File: src/rtl/ex_pkg.sv
// Shared types for the pipelined execute stage: opcodes, branch conditions and
// the multiplier FSM states.
package ex_pkg;

  typedef enum logic [3:0] {
    OpAdd  = 4'd0,
    OpSub  = 4'd1,
    OpXor  = 4'd2,
    OpAndn = 4'd3,
    OpSll  = 4'd4,
    OpSrl  = 4'd5,
    OpRol  = 4'd6,
    OpRor  = 4'd7,
    OpSeq  = 4'd8,
    OpSlt  = 4'd9,
    OpSle  = 4'd10,
    OpSco  = 4'd11,
    OpLbi  = 4'd12,
    OpSlbi = 4'd13,
    OpMul  = 4'd14
  } op_t;

  localparam logic [3:0] OpIllegal = 4'd15;

  typedef enum logic [1:0] {
    BrEqz = 2'b00,
    BrNez = 2'b01,
    BrLtz = 2'b10,
    BrGez = 2'b11
  } br_cond_t;

  typedef enum logic [1:0] {
    MulIdle = 2'd0,
    MulBusy = 2'd1,
    MulDone = 2'd2
  } mul_state_t;

endpackage

File: src/rtl/execute_stage_pipe_if.sv
// Decode-side and memory-side handshake bundle of the execute stage.
interface execute_stage_pipe_if #(
  parameter int unsigned WIDTH = 16
);
  logic             flush;
  logic             in_valid;
  logic             in_ready;
  logic [3:0]       op;
  logic [WIDTH-1:0] rs_data;
  logic [WIDTH-1:0] rt_data;
  logic [WIDTH-1:0] imm;
  logic             alu_src;
  logic [1:0]       br_cond;
  logic             is_branch;
  logic [WIDTH-1:0] pc_plus2;
  logic [WIDTH-1:0] pc_target;
  logic             out_valid;
  logic             out_ready;
  logic [WIDTH-1:0] result;
  logic             br_taken;
  logic [WIDTH-1:0] next_pc;
  logic             err;

  modport master (
    output flush, in_valid, op, rs_data, rt_data, imm, alu_src, br_cond, is_branch,
           pc_plus2, pc_target, out_ready,
    input  in_ready, out_valid, result, br_taken, next_pc, err
  );

  modport slave (
    input  flush, in_valid, op, rs_data, rt_data, imm, alu_src, br_cond, is_branch,
           pc_plus2, pc_target, out_ready,
    output in_ready, out_valid, result, br_taken, next_pc, err
  );
endinterface

File: src/rtl/ex_mul_iter.sv
// Iterative shift-add multiplier: one multiplier bit per cycle, low WIDTH bits kept.
module ex_mul_iter
  import ex_pkg::*;
#(
  parameter int unsigned WIDTH = 16
) (
  input  logic             clk,
  input  logic             rst,
  input  logic             abort,
  input  logic             start,
  input  logic [WIDTH-1:0] a,
  input  logic [WIDTH-1:0] b,
  input  logic             ack,
  output logic             idle,
  output logic             done,
  output logic [WIDTH-1:0] product
);

  localparam int unsigned CntW = $clog2(WIDTH);

  mul_state_t       state_q, state_d;
  logic [CntW-1:0]  cnt_q, cnt_d;
  logic [WIDTH-1:0] acc_q, acc_d;
  logic [WIDTH-1:0] mcand_q, mcand_d;
  logic [WIDTH-1:0] mplier_q, mplier_d;

  always_ff @(posedge clk) begin
    if (rst) begin
      state_q  <= MulIdle;
      cnt_q    <= '0;
      acc_q    <= '0;
      mcand_q  <= '0;
      mplier_q <= '0;
    end else begin
      state_q  <= state_d;
      cnt_q    <= cnt_d;
      acc_q    <= acc_d;
      mcand_q  <= mcand_d;
      mplier_q <= mplier_d;
    end
  end

  always_comb begin
    state_d  = state_q;
    cnt_d    = cnt_q;
    acc_d    = acc_q;
    mcand_d  = mcand_q;
    mplier_d = mplier_q;
    unique case (state_q)
      MulIdle: begin
        if (start) begin
          state_d  = MulBusy;
          cnt_d    = CntW'(WIDTH - 1);
          acc_d    = '0;
          mcand_d  = a;
          mplier_d = b;
        end
      end
      MulBusy: begin
        if (mplier_q[0]) acc_d = acc_q + mcand_q;
        mcand_d  = mcand_q << 1;
        mplier_d = mplier_q >> 1;
        if (cnt_q == '0) begin
          state_d = MulDone;
        end else begin
          cnt_d = cnt_q - 1'b1;
        end
      end
      MulDone: begin
        if (ack) state_d = MulIdle;
      end
      default: state_d = MulIdle;
    endcase
    // A flush discards the product wherever the FSM is.
    if (abort) state_d = MulIdle;
  end

  assign idle    = (state_q == MulIdle);
  assign done    = (state_q == MulDone);
  assign product = acc_q;

endmodule

File: src/rtl/execute_stage_pipe.sv
// Pipelined execute stage: combinational ALU and branch resolution feeding a
// registered EX/MEM slot, with an optional iterative multiplier.
module execute_stage_pipe
  import ex_pkg::*;
#(
  parameter int unsigned WIDTH  = 16,
  parameter bit          MUL_EN = 1'b1
) (
  input  logic                clk,
  input  logic                rst,
  execute_stage_pipe_if.slave bus
);

  localparam int unsigned ShW = $clog2(WIDTH);

  op_t              op;
  logic [WIDTH-1:0] a, b, alu_res, npc_now, mul_prod;
  logic             is_mul, illegal, cond_ok, br_now;
  logic             slot_free, accept, mul_idle, mul_done, mul_write;

  logic             out_valid_q, br_q, err_q, mul_br_q;
  logic [WIDTH-1:0] result_q, npc_q, mul_npc_q;

  assign op      = op_t'(bus.op);
  assign a       = bus.rs_data;
  assign b       = bus.alu_src ? bus.rt_data : bus.imm;
  assign is_mul  = MUL_EN && (op == OpMul);
  assign illegal = (bus.op == OpIllegal) || (!MUL_EN && (op == OpMul));

  always_comb begin : p_alu
    logic [ShW-1:0]     sh;
    logic [2*WIDTH-1:0] wide;
    sh      = b[ShW-1:0];
    wide    = '0;
    alu_res = '0;
    case (op)
      OpAdd:  alu_res = a + b;
      OpSub:  alu_res = b - a;
      OpXor:  alu_res = a ^ b;
      OpAndn: alu_res = a & ~b;
      OpSll:  alu_res = a << sh;
      OpSrl:  alu_res = a >> sh;
      OpRol: begin
        wide    = {a, a} << sh;
        alu_res = wide[2*WIDTH-1:WIDTH];
      end
      OpRor: begin
        wide    = {a, a} >> sh;
        alu_res = wide[WIDTH-1:0];
      end
      OpSeq:  alu_res = WIDTH'(a == b);
      OpSlt:  alu_res = WIDTH'($signed(a) < $signed(b));
      OpSle:  alu_res = WIDTH'($signed(a) <= $signed(b));
      OpSco: begin
        wide    = {{WIDTH{1'b0}}, a} + {{WIDTH{1'b0}}, b};
        alu_res = WIDTH'(wide[WIDTH]);
      end
      OpLbi:  alu_res = b;
      OpSlbi: alu_res = (a << 8) | {{(WIDTH-8){1'b0}}, b[7:0]};
      default: alu_res = '0;
    endcase
  end

  always_comb begin
    cond_ok = 1'b0;
    unique case (br_cond_t'(bus.br_cond))
      BrEqz: cond_ok = (a == '0);
      BrNez: cond_ok = (a != '0);
      BrLtz: cond_ok = a[WIDTH-1];
      BrGez: cond_ok = !a[WIDTH-1];
      default: cond_ok = 1'b0;
    endcase
    br_now  = bus.is_branch && cond_ok && !illegal;
    npc_now = br_now ? bus.pc_target : bus.pc_plus2;
  end

  assign slot_free    = !out_valid_q || bus.out_ready;
  assign bus.in_ready = !rst && !bus.flush && mul_idle && slot_free;
  assign accept       = bus.in_valid && bus.in_ready;
  assign mul_write    = mul_done && slot_free && !bus.flush;

  if (MUL_EN) begin : g_mul
    ex_mul_iter #(
      .WIDTH(WIDTH)
    ) u_mul (
      .clk    (clk),
      .rst    (rst),
      .abort  (bus.flush),
      .start  (accept && is_mul),
      .a      (a),
      .b      (b),
      .ack    (mul_write),
      .idle   (mul_idle),
      .done   (mul_done),
      .product(mul_prod)
    );
  end else begin : g_no_mul
    assign mul_idle = 1'b1;
    assign mul_done = 1'b0;
    assign mul_prod = '0;
  end

  // Branch outcome of a multiply travels with it until the product lands.
  always_ff @(posedge clk) begin
    if (rst) begin
      mul_br_q  <= 1'b0;
      mul_npc_q <= '0;
    end else if (accept && is_mul) begin
      mul_br_q  <= br_now;
      mul_npc_q <= npc_now;
    end
  end

  always_ff @(posedge clk) begin
    if (rst) begin
      out_valid_q <= 1'b0;
      result_q    <= '0;
      br_q        <= 1'b0;
      npc_q       <= '0;
      err_q       <= 1'b0;
    end else if (bus.flush) begin
      out_valid_q <= 1'b0;
    end else if (accept && !is_mul) begin
      out_valid_q <= 1'b1;
      result_q    <= illegal ? '0 : alu_res;
      br_q        <= br_now;
      npc_q       <= npc_now;
      err_q       <= illegal;
    end else if (mul_write) begin
      out_valid_q <= 1'b1;
      result_q    <= mul_prod;
      br_q        <= mul_br_q;
      npc_q       <= mul_npc_q;
      err_q       <= 1'b0;
    end else if (bus.out_ready) begin
      out_valid_q <= 1'b0;
    end
  end

  assign bus.out_valid = out_valid_q;
  assign bus.result    = result_q;
  assign bus.br_taken  = br_q;
  assign bus.next_pc   = npc_q;
  assign bus.err       = err_q;

endmodule

File: src/flat_wrapper.sv
// flat-port wrapper written by rule: the top's interface ports become plain ports
module execute_stage_pipe_flat import ex_pkg::*;
#(
  parameter int unsigned WIDTH  = 16,
  parameter bit          MUL_EN = 1'b1
)
  (clk, rst, bus_flush, bus_in_valid, bus_op, bus_rs_data, bus_rt_data, bus_imm, bus_alu_src, bus_br_cond, bus_is_branch, bus_pc_plus2, bus_pc_target, bus_out_ready, bus_in_ready, bus_out_valid, bus_result, bus_br_taken, bus_next_pc, bus_err);
  execute_stage_pipe_if #(.WIDTH(WIDTH)) bus_i ();
  input  logic clk;
  input  logic rst;
  input wire logic [$bits(bus_i.flush)-1:0] bus_flush;
  input wire logic [$bits(bus_i.in_valid)-1:0] bus_in_valid;
  input wire logic [$bits(bus_i.op)-1:0] bus_op;
  input wire logic [$bits(bus_i.rs_data)-1:0] bus_rs_data;
  input wire logic [$bits(bus_i.rt_data)-1:0] bus_rt_data;
  input wire logic [$bits(bus_i.imm)-1:0] bus_imm;
  input wire logic [$bits(bus_i.alu_src)-1:0] bus_alu_src;
  input wire logic [$bits(bus_i.br_cond)-1:0] bus_br_cond;
  input wire logic [$bits(bus_i.is_branch)-1:0] bus_is_branch;
  input wire logic [$bits(bus_i.pc_plus2)-1:0] bus_pc_plus2;
  input wire logic [$bits(bus_i.pc_target)-1:0] bus_pc_target;
  input wire logic [$bits(bus_i.out_ready)-1:0] bus_out_ready;
  output wire logic [$bits(bus_i.in_ready)-1:0] bus_in_ready;
  output wire logic [$bits(bus_i.out_valid)-1:0] bus_out_valid;
  output wire logic [$bits(bus_i.result)-1:0] bus_result;
  output wire logic [$bits(bus_i.br_taken)-1:0] bus_br_taken;
  output wire logic [$bits(bus_i.next_pc)-1:0] bus_next_pc;
  output wire logic [$bits(bus_i.err)-1:0] bus_err;
  assign bus_i.flush = bus_flush;
  assign bus_i.in_valid = bus_in_valid;
  assign bus_i.op = bus_op;
  assign bus_i.rs_data = bus_rs_data;
  assign bus_i.rt_data = bus_rt_data;
  assign bus_i.imm = bus_imm;
  assign bus_i.alu_src = bus_alu_src;
  assign bus_i.br_cond = bus_br_cond;
  assign bus_i.is_branch = bus_is_branch;
  assign bus_i.pc_plus2 = bus_pc_plus2;
  assign bus_i.pc_target = bus_pc_target;
  assign bus_i.out_ready = bus_out_ready;
  assign bus_in_ready = bus_i.in_ready;
  assign bus_out_valid = bus_i.out_valid;
  assign bus_result = bus_i.result;
  assign bus_br_taken = bus_i.br_taken;
  assign bus_next_pc = bus_i.next_pc;
  assign bus_err = bus_i.err;
  execute_stage_pipe #(.WIDTH(WIDTH), .MUL_EN(MUL_EN)) u_core (.clk(clk), .rst(rst), .bus(bus_i));
endmodule
File: config.mk
export PLATFORM = sky130hd
export DESIGN_NAME = execute_stage_pipe_flat
export DESIGN_NICKNAME = d
export VERILOG_FILES = /design/src/rtl/ex_pkg.sv /design/src/rtl/execute_stage_pipe_if.sv /design/src/rtl/ex_mul_iter.sv /design/src/rtl/execute_stage_pipe.sv /design/src/flat_wrapper.sv
export SDC_FILE = /design/constraint.sdc
export NUM_CORES = 1
export LEC_CHECK = 0
export ABC_AREA = 1
export BUFFER_PORTS_ARGS = -buffer_cell sky130_fd_sc_hd__buf_2
export CORE_UTILIZATION = 47
export CTS_BUF_LIST = sky130_fd_sc_hd__clkbuf_4
export DETAILED_ROUTE_END_ITERATION = 10
export PLACE_DENSITY = 0.67
export SLEW_MARGIN = 20
export SYNTH_ARGS = -nofsm -noshare
export SYNTH_HDL_FRONTEND = slang
export SYNTH_SLANG_ARGS = --single-unit
File: constraint.sdc
create_clock -name clk -period 7.1 [get_ports clk]
set_clock_uncertainty 0.15 [all_clocks]
set_input_delay 0 -clock clk [delete_from_list [all_inputs] [get_ports clk]]
set_output_delay 0 -clock clk [all_outputs]
set_load 0.01 [all_outputs]
==> impl_summary.md <==
Run status
The run finished with clean final reports.

Critical path
The required time reported for the critical path endpoint is 7320 ps. The critical path goes through dlygate4sd3_1 -> buf_2 -> nor2_1 -> nand2_1 -> inv_1 -> nand2_1 -> o21ai_0 -> inv_1 -> ha_1 -> nand4_1 -> o21ai_0 -> xnor2_1 -> nor2_1 -> nor2_1 -> o211ai_1 -> nand2_1 -> a21oi_1. The largest single stage delay on the critical path is 530 ps. The largest individual stage delay along the critical path comes from the cell sky130_fd_sc_hd__dlygate4sd3_1. The data arrival time of the worst path is 4090 ps. In this run the worst path has a maximum fanout of 15. The category of the worst setup path capture point is a flop. The worst setup path is launched from an input pin.

The critical path is of the input pin to flop type.

Pwr
For this design the total switching power over the nets is 0.622 mW. The clock network fraction of total power is 20.4%. The total power density per cell area is 126 nW/µm².

For this design the static power due to leakage is 5.70 nW. The internal power of the cells is 0.880 mW. The sequential fraction of design power is 40.6%. The maximum resistive drop on vdd is 0.0765 mV. Net switching is 41.4% of the power. The part of the power in combinational logic is 39.0%.

The post-layout total power is 1.50 mW.

Clocking
Clock-pin slew was measured on the worst setup and hold paths at 170 ps. Hold repair after CTS inserted 117 buffers. In this run, post-CTS repair resized a total of 0 instances. For the worst-skew pair, the clock arrives at the later sink with an insertion delay of 500 ps. The number of clock buffers added by TritonCTS is 9. The TritonCTS clock tree is yes. The root buffer selected by CTS is sky130_fd_sc_hd__clkbuf_4. The H-tree depth reported by CTS is 3.

The buffers inserted during post-CTS setup optimization is 0. Counting every sink on the clock net gives 106. The buffer levels on the longest clock path is 2.

Logic synthesis
The adder and majority cell fraction of the synthesized area is 9.58%. After technology mapping, the gate count stands at 1628. The flip-flop and latch count after synthesis is 106. The post-synthesis cell type with the largest combined area is sky130_fd_sc_hd__dfxtp_1. Summing the areas of all compound-gate instances in the mapped netlist gives 20.1% of the synthesized area. Summing the areas of all and, or, nand and nor instances in the mapped netlist gives 37.6% of the synthesized area.

By instance count, the leading cell after synthesis is sky130_fd_sc_hd__nand2_1. The fraction of synthesized area in multiplexers is 0%. The per-instance average area after synthesis is 6.11 µm². After synthesis, the cell types taking the most area are sky130_fd_sc_hd__dfxtp_1 21%, sky130_fd_sc_hd__nand2_1 16%, sky130_fd_sc_hd__nand3_1 11%, sky130_fd_sc_hd__ha_1 9.2%, sky130_fd_sc_hd__a21oi_1 7.3%. The synthesized netlist devotes 1.67% of its cell area to XOR and XNOR gates.

Yosys printed 0 warnings. The commonest cells after synthesis are 426 x sky130_fd_sc_hd__nand2_1, 227 x sky130_fd_sc_hd__nand3_1, 146 x sky130_fd_sc_hd__a21oi_1, 144 x sky130_fd_sc_hd__inv_1, 106 x sky130_fd_sc_hd__dfxtp_1. Of all flip-flops after synthesis, the portion carrying an async set or reset was 0%. After synthesis, the largest family of logic cells by area is simple AND/OR/NAND/NOR gates. Of the post-synthesis cell area, the dominant cell type holds 21.3%.

The post-synthesis sequential area ratio is 21.3%. The net count after synthesis is 1796. Counting distinct cell types in the post-synthesis netlist gives 53.

Among all flip-flop cells after synthesis, the most frequent one is sky130_fd_sc_hd__dfxtp_1. The cell area that synthesis handed to floorplanning was 9950 µm². The synthesized design contains 0 enable-type register cells.

Die
The die covers 21800 µm². The starting density of the core is 48.5%. The die is 147 µm tall. Pin placement for this block handled 129 I/O pins. Row generation in the floorplan step produced 52 rows. The die is 147 µm wide. The core box area is 20500 µm².

STA
Based on the critical path, the design can be clocked at up to 258 MHz. Final hold analysis gives a worst-case slack of 42.6 ps. The count of endpoints failing hold in the final timing report is 0. The worst slew margin relative to its limit is 33.0%. Setup repair after global routing left no endpoint under its margin. The minimum clock period is 3870 ps.

The final total negative setup slack is 0 ps. The number of endpoints failing setup at the final stage is 0. The post-route worst setup slack is 3230 ps.

The number of slew-limit violations in the final report is 0. In the finished design, the share of the clock period the worst path needs comes to 54.5%. For the pin with the worst max-slew slack, the measured transition is 1000 ps.

Place
The half-perimeter wire length of the detailed placement result is 28500 µm. The weighted congestion reported at the end of routability-driven placement is 1.05. Counting tap cells, the placed design contains a total of 1963 instances. The count of buffers added on input and output ports is 128. Timing analysis after detailed placement gives a worst setup slack of 3460 ps.

Detailed routing
The final route contains 12200 vias. In this run, the number of DRC markers left after iteration 0 of detailed routing was 1054. In the routed layout, each cell is associated on average with a via count of 5.80. The residual DRC count is 0. In this run the remaining antenna-violating nets after routing total 0. Dividing the detail-routed wire length by the instance count gives 18.6 µm. The number of detailed-route iterations in the first pass is 6. After detailed routing, the total wire length is 38900 µm.

Worst hold path
The worst hold path belongs to the class input pin to flop.

GRT
The all-layer global routing usage is 35.8%. The initial antenna violation count was 1. Summed over all layers, the global routing overflow is 0. The first global-routing pass estimated 61000 µm of wire.

Entering global routing, the biggest net connects 65 pins. The via count of the first global-routing pass came to 11500.

Finish
In the final design database the tool counted 1989 nets. The area growth from synthesis to layout is 20.0%. The fraction of final layout cells with drive strength greater than 1 is 11.5%. Leaving out filler cells and counting taps, the final layout contains 2097.

Run
Max-cap violations in this run came to 0.
==> sequential cells by signal (all words and copies together), names as in the netlist, 2 cells and up <==
| name | flops |
|---|---|
| u_core.g_mul.u_mul.product | 16 |
| u_core.mul_npc_q | 16 |
| u_core.g_mul.u_mul.mplier_q | 16 |
| u_core.g_mul.u_mul.state_q | 2 |
| u_core.g_mul.u_mul.cnt_q | 4 |
| u_core.g_mul.u_mul.mcand_q | 16 |
| u_core.bus.next_pc | 16 |
| u_core.bus.result | 16 |
==> worst max-delay path, delay by kind of cell <==
kind            cells  cell delay [ps]
xor+xnor            1              190
simple gates        7             1400
compound gates      4             1100
buf+inv             4             1080
fa+ha+maj           1              300
==> final timing paths <==
path / from / to / slack [ps] / depth (start not counted)
worst min-delay path: bus_imm[11] / u_core.g_mul.u_mul.mplier_q[11] / 40 / 5
worst min register to register: u_core.g_mul.u_mul.mplier_q[3] / u_core.g_mul.u_mul.mplier_q[2] / 330 / 2
worst max register to register: u_core.bus.out_valid / u_core.bus.next_pc[8] / 3820 / 11
worst max-delay path: bus_op[3] / u_core.bus.result[5] / 3230 / 17
==> power by group through the flow <==
stage | combinational, mW | clock [mW] | sequential [mW]
after global placement | 0.529 | 0 | 0.622
after floorplan | 0.363 | 0 | 0.624
after global routing | 0.644 | 0.333 | 0.611
after CTS | 0.569 | 0.316 | 0.610
final | 0.585 | 0.306 | 0.610
after detailed placement | 0.529 | 0 | 0.622
==> layout by cell type (no fill, tap or decap), types with 16 or more instances in the layout <==
| cell | synthesis | final |
|---|---|---|
| sky130_fd_sc_hd__ha_1 | 73 | 73 |
| sky130_fd_sc_hd__buf_2 | 32 | 128 |
| sky130_fd_sc_hd__dfxtp_1 | 106 | 106 |
| sky130_fd_sc_hd__inv_1 | 144 | 144 |
| sky130_fd_sc_hd__or2_2 | 16 | 16 |
| sky130_fd_sc_hd__o211ai_1 | 26 | 26 |
| sky130_fd_sc_hd__a31oi_1 | 32 | 32 |
| sky130_fd_sc_hd__nand3_1 | 227 | 227 |
| sky130_fd_sc_hd__o21ai_0 | 99 | 99 |
| sky130_fd_sc_hd__nor2_1 | 101 | 101 |
| sky130_fd_sc_hd__nand4_1 | 21 | 21 |
| sky130_fd_sc_hd__a21oi_1 | 146 | 146 |
| sky130_fd_sc_hd__xor2_1 | 17 | 17 |
| sky130_fd_sc_hd__dlygate4sd3_1 | 0 | 117 |
| sky130_fd_sc_hd__nand2_1 | 426 | 426 |
==> cell families after synthesis <==
| kind of cell | Yosys count |
|---|---|
| and+or+nand+nor | 844 |
| AOI/OAI and AO/OA | 355 |
| buffers and inverters | 229 |
| DFF | 106 |
| adders and majority gates | 75 |
| xor gates and xnor gates | 19 |
==> layer usage <==
metal  track usage [%]  up-vias  part of all wire (%)
met5                 0        -                     0
met4              17.8        0                   4.9
met3              5.28      104                   7.4
met2              58.0      514                    45
met1              46.2     5630                    43
li1                  -     5907                     -
==> cell type report <==
cell class	count	area (µm²)
diodes	1	2.50
clock buffers	9	67.6
clock inverters	7	52.6
fillers	2129	8560
inverters	154	581
multi-input cells	1293	6870
flip-flops and latches	106	2120
well taps	270	338
repair buffers	257	1900
==> stage by stage <==
step,instance area [µm²],util (%)
CTS,11900,58.2
finish,11900,58.2
detailed placement,10600,51.9
global placement,10600,51.9
global route,11900,58.2
floorplan,9950,-
No activity file was read; power rests on OpenSTA's default activity.
